[src/rtl/micro_pkg.sv]
// Shared definitions for the micro core: phase bit positions,
// opcode field location, halt opcode default and the phase vector type.
package micro_pkg;

  localparam int F = 4;
  localparam int R = 3;
  localparam int X = 2;
  localparam int M = 1;
  localparam int W = 0;

  localparam int OP_HI = 31;
  localparam int OP_LO = 26;

  localparam logic [5:0] HLT_OP_DEF = 6'h3F;

  typedef logic [4:0] phase_t;

  function automatic logic is_onehot(input phase_t p);
    return $onehot(p);
  endfunction

endpackage

[src/rtl/fetch_unit_if.sv]
// Bus between fetch_unit and its neighbours (phase_gen, memory, alu).
// The retired port exists only when FETCH_PERF_EN is defined.
interface fetch_unit_if
  import micro_pkg::*;
#(
  parameter int PC_W = 32,
  parameter int MA_W = 8
);

  phase_t            phase;
  logic              ct_taken;
  logic [PC_W-1:0]   dr;
  logic [31:0]       md_out;
  logic [PC_W-1:0]   pc;
  logic [MA_W-1:0]   ma;
  logic [31:0]       ir;
  logic              hlt;
`ifdef FETCH_PERF_EN
  logic [31:0]       retired;
`endif

`ifdef FETCH_PERF_EN
  modport master (
    input  phase, ct_taken, dr, md_out,
    output pc, ma, ir, hlt, retired
  );
  modport slave (
    output phase, ct_taken, dr, md_out,
    input  pc, ma, ir, hlt, retired
  );
`else
  modport master (
    input  phase, ct_taken, dr, md_out,
    output pc, ma, ir, hlt
  );
  modport slave (
    output phase, ct_taken, dr, md_out,
    input  pc, ma, ir, hlt
  );
`endif

endinterface

[src/rtl/fetch_unit_retire_counter.sv]
// Free-running 32-bit retired-instruction counter.
// Counts one per enabled edge and wraps at 2^32.
module retire_counter (
  input  logic        clk,
  input  logic        rst,
  input  logic        i_en,
  output logic [31:0] o_count
);

  logic [31:0] r_count;

  // count enabled edges; async reset clears
  always_ff @(posedge clk or negedge rst) begin
    if (!rst) begin
      r_count <= '0;
    end else if (i_en) begin
      r_count <= r_count + 32'd1;
    end
  end

  assign o_count = r_count;

endmodule

[src/rtl/fetch_unit.sv]
// PC / instruction-fetch stage of the micro multi-cycle core.
// Define FETCH_PERF_EN to add the retired-instruction counter.
module fetch_unit
  import micro_pkg::*;
#(
  parameter int              PC_W     = 32,
  parameter int              MA_W     = 8,
  parameter logic [PC_W-1:0] RESET_PC = '0,
  parameter logic [5:0]      HLT_OP   = HLT_OP_DEF
) (
  input  logic         clk,
  input  logic         rst,
  fetch_unit_if.master bus
);

  logic [PC_W-1:0] r_pc;
  logic [31:0]     r_ir;
  logic            r_hlt;

  logic            w_legal;
  logic            w_f;
  logic            w_r;
  logic            w_m;
  logic            w_w;
  logic            w_is_hlt;
  logic [PC_W-1:0] w_pc_nxt;
  logic [MA_W-1:0] w_ma;

  // illegal phase vectors decode to no phase at all
  assign w_legal  = is_onehot(bus.phase);
  assign w_f      = w_legal & bus.phase[F];
  assign w_r      = w_legal & bus.phase[R];
  assign w_m      = w_legal & bus.phase[M];
  assign w_w      = w_legal & bus.phase[W];
  assign w_is_hlt = (r_ir[OP_HI:OP_LO] == HLT_OP);
  assign w_pc_nxt = bus.ct_taken ? bus.dr
                                 : r_pc + PC_W'(1);

  // memory address: data address in m, PC otherwise
  always_comb begin
    w_ma = r_pc[MA_W-1:0];
    if (w_m) begin
      w_ma = bus.dr[MA_W-1:0];
    end
  end

  // architectural state; frozen once halted
  always_ff @(posedge clk or negedge rst) begin
    if (!rst) begin
      r_pc  <= RESET_PC;
      r_ir  <= '0;
      r_hlt <= 1'b0;
    end else if (!r_hlt) begin
      unique case (1'b1)
        w_f: r_ir <= bus.md_out;
        w_r: if (w_is_hlt) r_hlt <= 1'b1;
        w_w: r_pc <= w_pc_nxt;
        default: ;
      endcase
    end
  end

  assign bus.pc  = r_pc;
  assign bus.ma  = w_ma;
  assign bus.ir  = r_ir;
  assign bus.hlt = r_hlt;

`ifdef FETCH_PERF_EN
  logic        w_ret_en;
  logic [31:0] w_retired;

  assign w_ret_en = w_w & ~r_hlt;

  retire_counter u_retire (
    .clk     (clk),
    .rst     (rst),
    .i_en    (w_ret_en),
    .o_count (w_retired)
  );

  assign bus.retired = w_retired;
`endif

endmodule

[src/flat_wrapper.sv]
// flat-port wrapper written by rule: the top's interface ports become plain ports
module fetch_unit_flat import micro_pkg::*;
#(
  parameter int              PC_W     = 32,
  parameter int              MA_W     = 8,
  parameter logic [PC_W-1:0] RESET_PC = '0,
  parameter logic [5:0]      HLT_OP   = HLT_OP_DEF
)
  (clk, rst, bus_phase, bus_ct_taken, bus_dr, bus_md_out, bus_pc, bus_ma, bus_ir, bus_hlt);
  fetch_unit_if #(.PC_W(PC_W), .MA_W(MA_W)) bus_i ();
  input  logic clk;
  input  logic rst;
  input wire logic [$bits(bus_i.phase)-1:0] bus_phase;
  input wire logic [$bits(bus_i.ct_taken)-1:0] bus_ct_taken;
  input wire logic [$bits(bus_i.dr)-1:0] bus_dr;
  input wire logic [$bits(bus_i.md_out)-1:0] bus_md_out;
  output wire logic [$bits(bus_i.pc)-1:0] bus_pc;
  output wire logic [$bits(bus_i.ma)-1:0] bus_ma;
  output wire logic [$bits(bus_i.ir)-1:0] bus_ir;
  output wire logic [$bits(bus_i.hlt)-1:0] bus_hlt;
  assign bus_i.phase = bus_phase;
  assign bus_i.ct_taken = bus_ct_taken;
  assign bus_i.dr = bus_dr;
  assign bus_i.md_out = bus_md_out;
  assign bus_pc = bus_i.pc;
  assign bus_ma = bus_i.ma;
  assign bus_ir = bus_i.ir;
  assign bus_hlt = bus_i.hlt;
  fetch_unit #(.PC_W(PC_W), .MA_W(MA_W), .RESET_PC(RESET_PC), .HLT_OP(HLT_OP)) u_core (.clk(clk), .rst(rst), .bus(bus_i));
endmodule
[config.mk]
export PLATFORM = sky130hd
export DESIGN_NAME = fetch_unit_flat
export DESIGN_NICKNAME = d
export VERILOG_FILES = /design/src/rtl/micro_pkg.sv /design/src/rtl/fetch_unit_if.sv /design/src/rtl/fetch_unit_retire_counter.sv /design/src/rtl/fetch_unit.sv /design/src/flat_wrapper.sv
export SDC_FILE = /design/constraint.sdc
export NUM_CORES = 1
export LEC_CHECK = 0
export BUFFER_PORTS_ARGS = -buffer_cell sky130_fd_sc_hd__buf_2
export CORE_MARGIN = 8
export CORE_UTILIZATION = 49
export DETAILED_ROUTE_END_ITERATION = 16
export PLACE_DENSITY = 0.81
export RECOVER_POWER = 25
export SETUP_SLACK_MARGIN = 0.1
export SLEW_MARGIN = 20
export SYNTH_ARGS = -nofsm -noshare
export SYNTH_HDL_FRONTEND = slang
export SYNTH_SLANG_ARGS = --single-unit
export TNS_END_PERCENT = 30
[constraint.sdc]
create_clock -name clk -period 2.7 [get_ports clk]
set_clock_uncertainty 0.15 [all_clocks]
set_input_delay 0.27 -clock clk [delete_from_list [all_inputs] [get_ports clk]]
set_output_delay 0.27 -clock clk [all_outputs]
set_load 0.005 [all_outputs]
# After elaboration in Yosys (flattened, before gate mapping)
# Index checks and enable logic that the tools add are counted.
# classes
add_sub_neg	5
mul	0
div	0
n_lt_le_gt_ge	0
n_eq_ne	2
shift	0
muxes	5
bitwise_logic	5
n_reduce_logical	2
# op_table
op	count
$add A32 B1 Y32 const B	1
$mux W32	1
$mux W8	1
$eq A6 B6 Y1 const B	1
$add A1 B1 Y2	2
$and A1 B1 Y1	4
$reduce_and A2 Y1	2
$add A3 B1 Y3	1
$add A3 B3 Y3	1
$eq A3 B1 Y1 const B	1
$mux W1	3
$not A1 Y1	1
# totals
register_bits	65
latchBits	0
mem_bits_rw	0
romBits	0
input_bits	72
output_inout_bits	73
n_memories	0

# Longest topological paths before layout
# Gate-level depths: netlist of the first run.
# logic_depth
word_depth	7
ltp_mapped	10

# Least setup slack after synthesis of the first run
# Ideal clock, no wire load.
# synth_timing
path_type	input port to flip-flop
startpoint	input port bus_phase[2]
endpoint	register u_core.r_pc[26] (netlist: u_core.bus.pc[26])
setup_ns	0.069
t_arrival_ns	2.485
setup_slack_ns	-0.004
path_stages	9
path_buffers	1
cell_sequence	ha_1 -> fa_1 -> inv_1 -> fa_1 -> nand3_1 -> or3b_1 -> clkbuf_1 -> or4_1 -> nand3_1
# synth_via
elab_chain_cells	6
# synth_lines
item	line_no	source
start, declared	flat_wrapper.sv:13	input wire logic [$bits(bus_i.phase)-1:0] bus_phase;
$add A1 B1 Y2 (not written as such)	micro_pkg.sv:19	return $onehot(p);
$add A3 B3 Y3 (not written as such)	micro_pkg.sv:19	
$add A3 B1 Y3 (not written as such)	micro_pkg.sv:19	
$eq A3 B1 Y1	micro_pkg.sv:19	
$and A1 B1 Y1	fetch_unit.sv:34	assign w_w = w_legal & bus.phase[W];
$reduce_and A2 Y1 (no source line)	--	
end signal, assigned	fetch_unit.sv:57	w_w: r_pc <= w_pc_nxt;
end, declared	fetch_unit.sv:16	logic [PC_W-1:0] r_pc;
# Every way passes these cells.
# A chain may end at the register's enable or synchronous reset.

# Worst setup path after layout of the first run
# layout_timing
startpoint	input port bus_phase[3]
endpoint	output port bus_ma[5]
# layout_via
elab_chain_cells	6
# layout_lines
item	line_no	source
$add A1 B1 Y2 (not written as such)	micro_pkg.sv:19	
$add A3 B3 Y3 (not written as such)	micro_pkg.sv:19	
$add A3 B1 Y3 (not written as such)	micro_pkg.sv:19	
$eq A3 B1 Y1	micro_pkg.sv:19	
$and A1 B1 Y1	fetch_unit.sv:33	assign w_m = w_legal & bus.phase[M];
$mux W8	fetch_unit.sv:42	if (w_m) begin
end, declared	flat_wrapper.sv:18	output wire logic [$bits(bus_i.ma)-1:0] bus_ma;
# Every way passes these cells.

==> flow_metrics.env, run 1 <==
export IMPL_crit_fanout=8
export IMPL_coreArea_um2=7100
export IMPL_min_path_type="in2reg"
export IMPL_grt_usage=0.230
export IMPL_async_reset_ff_frac=1.00
export IMPL_layout_min_cycle_time_ns=2.62
export IMPL_fin_crit_sh=0.970
export IMPL_ys_warn_count=0
export IMPL_syn_mean_instance_area_um2=10.1
export IMPL_place_hpwl_um=8170
export IMPL_cp_data_arrival_time_ns=2.20
export IMPL_setup_viol=0
export IMPL_synth_fp_nets=425
export IMPL_critPathCaptureType="output pin"
export IMPL_first_pass_iters=6
export IMPL_synth_seq_cells=65
export IMPL_relSlewSlack=0.233
export IMPL_slew_viol_final=0
export IMPL_worst_pin_slew_ns=1.15
export IMPL_synth_distinct_cells=50
export IMPL_cts_buffers=9
export IMPL_drive_above_1_share=0.425
export IMPL_synth_enable_flop_cells=0
export IMPL_antenna_left=0
export IMPL_grt_max_degree=57
export IMPL_wl_per_cell_um=18.8
export IMPL_netlist_area_um2=3530
export IMPL_worstPathRequired_ns=2.28
export IMPL_fp_row_count=31
export IMPL_grt_pass1_wl_um=18600
export IMPL_cts_reportedPaths_clkPinSlew_ns=0.08
export IMPL_num_vias=3533
export IMPL_initial_core_util=0.498
export IMPL_areaGrowthSynthToFinish_pct=40.3
export IMPL_cp_start_kind="input port"
export IMPL_layout_commonest_cell="buf_2"
export IMPL_layout_common_cells="112 x buf_2, 65 x dfrtp_1, 33 x mux2_2, 23 x nor2_1"
export IMPL_final_hold_violation_count=0
export IMPL_drt_wl_total_um=11700
export IMPL_root_buffer="clkbuf_8"
export IMPL_io_buffer_count=144
export IMPL_drc=0
export IMPL_layout_nets=592
export IMPL_cts_tree="yes"
export IMPL_path_class="in2out"
export IMPL_ctsLongestPathBuffers=2
export IMPL_diodes=0
export IMPL_drtIter0Drc=215
export IMPL_synth_ff_type="dfrtp_1"
export IMPL_cap_violations=0
export IMPL_dieArea_um2=10200
export IMPL_place_inst=587
export IMPL_clock_sinks=65
export IMPL_boundaryPins=145
export IMPL_clk_latency_ns=0.35
export IMPL_stdcell_count=619
export IMPL_powerDensity_nw_per_um2=866
export IMPL_leakagePower_nw=2.25
export IMPL_die_height_um=101
export IMPL_status="complete, no violations"
export IMPL_max_freq_mhz=382
export IMPL_antenna_found_initial=1
export IMPL_yosysSeqAreaShare=0.461
export IMPL_dieWidth_um=101
export IMPL_htreeDepth=3
export IMPL_gp_congestion=0.873
export IMPL_hold_slack_ns=0.00614
export IMPL_rsz0062_at_grt="yes"
export IMPL_grt_overflow=0
export IMPL_synthCells=348
export IMPL_peakVddDrop_mv=0.712
export IMPL_grt_pass1_vias=3732
export IMPL_routed_via_density=5.71
[metal layers]
metal / GRT usage / wire length [µm]
met1: 0.262 / 4650
met2: 0.384 / 5600
met4: 0.0687 / 152
met3: 0.0974 / 1260
met5: 0 / 13
[final cells by class]
cell class / instances / area [µm²]
multi-input combinational: 253 / 1880
inverter: 8 / 30.0
clock buffer: 9 / 124
tap: 99 / 124
fill: 548 / 2140
timing repair buffer: 178 / 1100
sequential: 65 / 1630
clock inverter: 7 / 80.1
[where the power goes]
part | internal, mW | switching, mW
registers | 1.38 | 0.445
clock network | 0.434 | 0.431
logic | 0.886 | 0.719
total | 2.70 | 1.59
[metrics by stage]
step                      cell area, µm²  power (mW)  setup WS (ns)  utilization  setup TNS (ns)
after floorplan                     3550        2.46         0.0512            -               0
after global placement              4490        3.21        -0.0950        0.632           -2.92
after detailed placement            4490        3.30         -0.163        0.632           -5.76
after CTS                           4910        4.26          0.105        0.692               0
after global routing                4960        4.57         0.0325        0.698               0
final                               4960        4.29         0.0804        0.698               0
[sequential cells by signal (all words and copies together), names as in the netlist]
register and count:
u_core.bus.hlt 1, u_core.bus.ir 32, u_core.bus.pc 32
[synthesized netlist by cell type, types with 2 or more instances]
| cell type | count | area share |
|---|---|---|
| a31oi_1 | 2 | 0.0035 |
| o22ai_1 | 8 | 0.014 |
| mux2_2 | 41 | 0.13 |
| o21a_1 | 2 | 0.0042 |
| o31ai_1 | 2 | 0.0042 |
| a311oi_1 | 6 | 0.015 |
| and2_1 | 3 | 0.0053 |
| nor3_1 | 11 | 0.016 |
| o21ai_0 | 22 | 0.031 |
| fa_1 | 2 | 0.011 |
| or3_1 | 3 | 0.0053 |
| or4_1 | 3 | 0.0064 |
| o2bb2ai_1 | 2 | 0.0050 |
| nor3b_1 | 2 | 0.0042 |
| nand4_1 | 12 | 0.021 |
| o211ai_1 | 2 | 0.0042 |
| nor4_1 | 3 | 0.0053 |
| buf_2 | 6 | 0.0085 |
| nand3_2 | 2 | 0.0057 |
| nand3_1 | 17 | 0.024 |
| buf_1 | 2 | 0.0021 |
| clkbuf_1 | 14 | 0.015 |
| and4_1 | 2 | 0.0050 |
| dfrtp_1 | 65 | 0.46 |
| a22oi_1 | 4 | 0.0085 |
| a211oi_1 | 2 | 0.0042 |
| nor4_4 | 2 | 0.012 |
| nor2_1 | 23 | 0.024 |
| nand2_1 | 21 | 0.022 |
| inv_1 | 7 | 0.0074 |
| and3_1 | 9 | 0.016 |
| a21oi_1 | 22 | 0.031 |
| mux2i_1 | 5 | 0.014 |
| ha_1 | 3 | 0.011 |
[cell families after synthesis]
logic type	synth area share
AND/OR/NAND/NOR	0.187
flip-flops	0.461
buffers and inverters	0.0340
adder cells (fa/ha/maj)	0.0220
AO/OA/AOI/OAI	0.152
multiplexers	0.145
[path summary, 6_finish.rpt]
path	from	endpoint	slack [ns]	cells after the start
max	bus_phase[3]	bus_ma[5]	0.08	9
min	bus_md_out[27]	u_core.bus.ir[27]	0.006	2
max reg2reg	u_core.bus.pc[0]	u_core.bus.pc[30]	0.32	6
min reg2reg	u_core.bus.ir[14]	u_core.bus.ir[14]	0.36	1
max in group asynchronous	rst	u_core.bus.pc[29]	0.80	3
min in group asynchronous	rst	u_core.bus.pc[6]	0.52	2
[repair_timing]
action,4_1_cts,5_1_grt
buffers inserted,1,1
hold buffers,13,1
endpoints found under the setup margin,8,49
gates resized for setup,17,13
hold endpoints to repair,30,1
pin swaps,4,4
gates cloned,0,0
[critical path, stage by stage]
cell     delay [ns]
buf_8          0.10
ha_4           0.23
fa_2           0.36
inv_2          0.06
fa_2           0.43
nand4_1        0.15
buf_12         0.15
mux2_4         0.31
buf_6          0.12
Power figures use the tool's default switching activity.
==> run 2: changes to the inputs <==
Settings changed: CORE_UTILIZATION 49 to 50, CTS_BUF_LIST set to sky130_fd_sc_hd__clkbuf_2 sky130_fd_sc_hd__clkbuf_4 sky130_fd_sc_hd__clkbuf_8, PLACE_DENSITY 0.81 to 0.83.
==> run 2 against run 1 <==
Setup slack lost 0.0013 ns. The flow now finishes with violations (max-capacitance violations, max-slew violations). Non-clock buffer count shrank 3. First-iteration DRC count grew 20%. Cell count shrank 0.97%. Maximum frequency is essentially flat.
==> flow_metrics.env, run 2 (synthesis gave the netlist of run 1 again) <==
export IMPL_slowest_delay_ns=0.42
export IMPL_grt_pass1_vias=3707
export IMPL_critPathCaptureType="output pin"
export IMPL_cts_reportedPaths_clkPinSlew_ns=0.07
export IMPL_finalPower_mw=4.34
export IMPL_min_from="bus_md_out[25]"
export IMPL_path_cells="buf_8, ha_4, fa_2, inv_2, fa_1, nand4_1, buf_12, mux2_4, buf_6"
export IMPL_drt_wl_total_um=11400
export IMPL_dieWidth_um=100
export IMPL_layout_common_cells="113 x buf_2, 65 x dfrtp_1, 33 x mux2_2, 23 x nor2_1"
export IMPL_clk_latency_ns=0.34
export IMPL_gp_congestion=0.858
export IMPL_fin_area_um2=4930
export IMPL_crit_family="adder cells"
export IMPL_grt_max_degree=39
export IMPL_drive_above_1_share=0.427
export IMPL_r2r_cells=6
export IMPL_antenna_found_initial=0
export IMPL_min_path_type="in2reg"
export IMPL_io_buffer_count=144
export IMPL_htreeDepth=3
export IMPL_cpMaxStageDelayCell="fa_1"
export IMPL_root_buffer="clkbuf_8"
export IMPL_fillCellCount=507
export IMPL_leakagePower_nw=2.26
export IMPL_final_hold_violation_count=0
export IMPL_fin_crit_sh=0.971
export IMPL_ctsLongestPathBuffers=2
export IMPL_cap_violations=1
export IMPL_setup_viol=0
export IMPL_cts_buffers=9
export IMPL_max_freq_mhz=382
export IMPL_die_height_um=100
export IMPL_coreArea_um2=6830
export IMPL_r2r_end="u_core.bus.pc[30]"
export IMPL_wl_per_cell_um=18.5
export IMPL_diodes=0
export IMPL_crit_buf_inv=4
export IMPL_dieArea_um2=10000
export IMPL_antenna_left=0
export IMPL_boundaryPins=145
export IMPL_status="finished with violations"
export IMPL_layout_commonest_cell="buf_2"
export IMPL_cts_tree="yes"
export IMPL_drtIter0Drc=257
export IMPL_first_pass_iters=4
export IMPL_cp_start_kind="input port"
export IMPL_place_hpwl_um=8140
export IMPL_postPlaceCellArea_um2=4460
export IMPL_routed_via_density=5.78
export IMPL_place_inst=584
export IMPL_cp_data_arrival_time_ns=2.20
export IMPL_stdcell_count=613
export IMPL_grt_usage=0.228
export IMPL_tns_ns=0
export IMPL_violations="max-capacitance violations, max-slew violations"
export IMPL_grt_overflow=0
export IMPL_path_depth=9
export IMPL_multi_input_area_um2=1860
export IMPL_relSlewSlack=-0.0735
export IMPL_drc=0
export IMPL_layout_nets=589
export IMPL_worstPathRequired_ns=2.28
export IMPL_rsz0062_at_grt="yes"
export IMPL_clock_sinks=65
export IMPL_layout_min_cycle_time_ns=2.62
export IMPL_crit_fanout=8
export IMPL_hold_path_depth=2
export IMPL_grt_pass1_wl_um=18200
export IMPL_slew_viol_final=28
export IMPL_reg2reg_from="u_core.bus.pc[0]"
export IMPL_worst_pin_slew_ns=1.61
export IMPL_path_class="in2out"
export IMPL_seqCellArea_um2=1630
export IMPL_r2r_slack_ns=0.49
export IMPL_hold_end="u_core.bus.ir[25]"
export IMPL_powerDensity_nw_per_um2=881
export IMPL_num_vias=3543
export IMPL_peakVddDrop_mv=0.623
export IMPL_initial_core_util=0.517
export IMPL_areaGrowthSynthToFinish_pct=39.6
export IMPL_fp_row_count=30
run 2: cell count changes in the layout (fill, tap and decap cells not counted), sizes merged:
| cell | before | now |
|---|---|---|
| clkinv | 3 | 2 |
| inv | 9 | 8 |
| dlygate4sd3 | 14 | 11 |
| clkbuf | 31 | 29 |
| bufinv | 1 | 2 |
| buf | 142 | 145 |
run 2: worst max-delay path by stage:
stage                        endpoint          from
floorplan           u_core.bus.ir[10]  bus_phase[2]
global placement    u_core.bus.pc[10]  bus_phase[3]
detailed placement  u_core.bus.pc[25]  bus_phase[0]
CTS                         bus_ma[7]  bus_phase[1]
global route                bus_ma[7]  bus_phase[3]
finish                      bus_ma[7]  bus_phase[3]
run 2: cell type report:
class                           count  area share
Clock buffer                       10      0.0266
Clock inverter                      6      0.0188
Inverter                            8     0.00609
Multi-Input combinational cell    253       0.377
Sequential cell                    65       0.330
Tap cell                           96      0.0244
Timing Repair Buffer              175       0.217
run 2: per-stage QoR:
stage	setup WS, ns	hold WS (ns)	util
floorplan	0.0512	-0.176	-
global placement	-0.107	0.179	0.653
detailed placement	-0.198	0.179	0.653
CTS	0.0657	0.000344	0.715
global route	0.0145	0.00320	0.722
finish	0.0791	0.0118	0.722
run 2: where the power goes:
part / switching [mW] / internal (mW)
Clock: 0.398 / 0.533
Sequential: 0.441 / 1.38
Combinational: 0.702 / 0.888
Total: 1.54 / 2.80
run 2: what timing repair did:
action | in CTS | in global routing
gates resized for setup | 19 | 12
hold buffers | 11 | 0
pin swaps | 4 | 4
setup endpoints to repair | 8 | 46
buffers inserted | 1 | 1
endpoints found under the hold margin | 37 | 0
run 2: routing by layer:
metal	vias up	wire [µm]	global-route usage
met2	183	5380	0.365
met3	25	1310	0.0955
li1	1637	-	-
met1	1698	4410	0.258
met5	-	0	0
met4	0	267	0.105
run 2: worst register-to-register path, delay by kind of cell (launching register included):
| kind | cells | cell delay [ns] |
|---|---|---|
| simple gates | 5 | 1.34 |
| flops | 1 | 0.42 |
| fa+ha+maj | 1 | 0.24 |
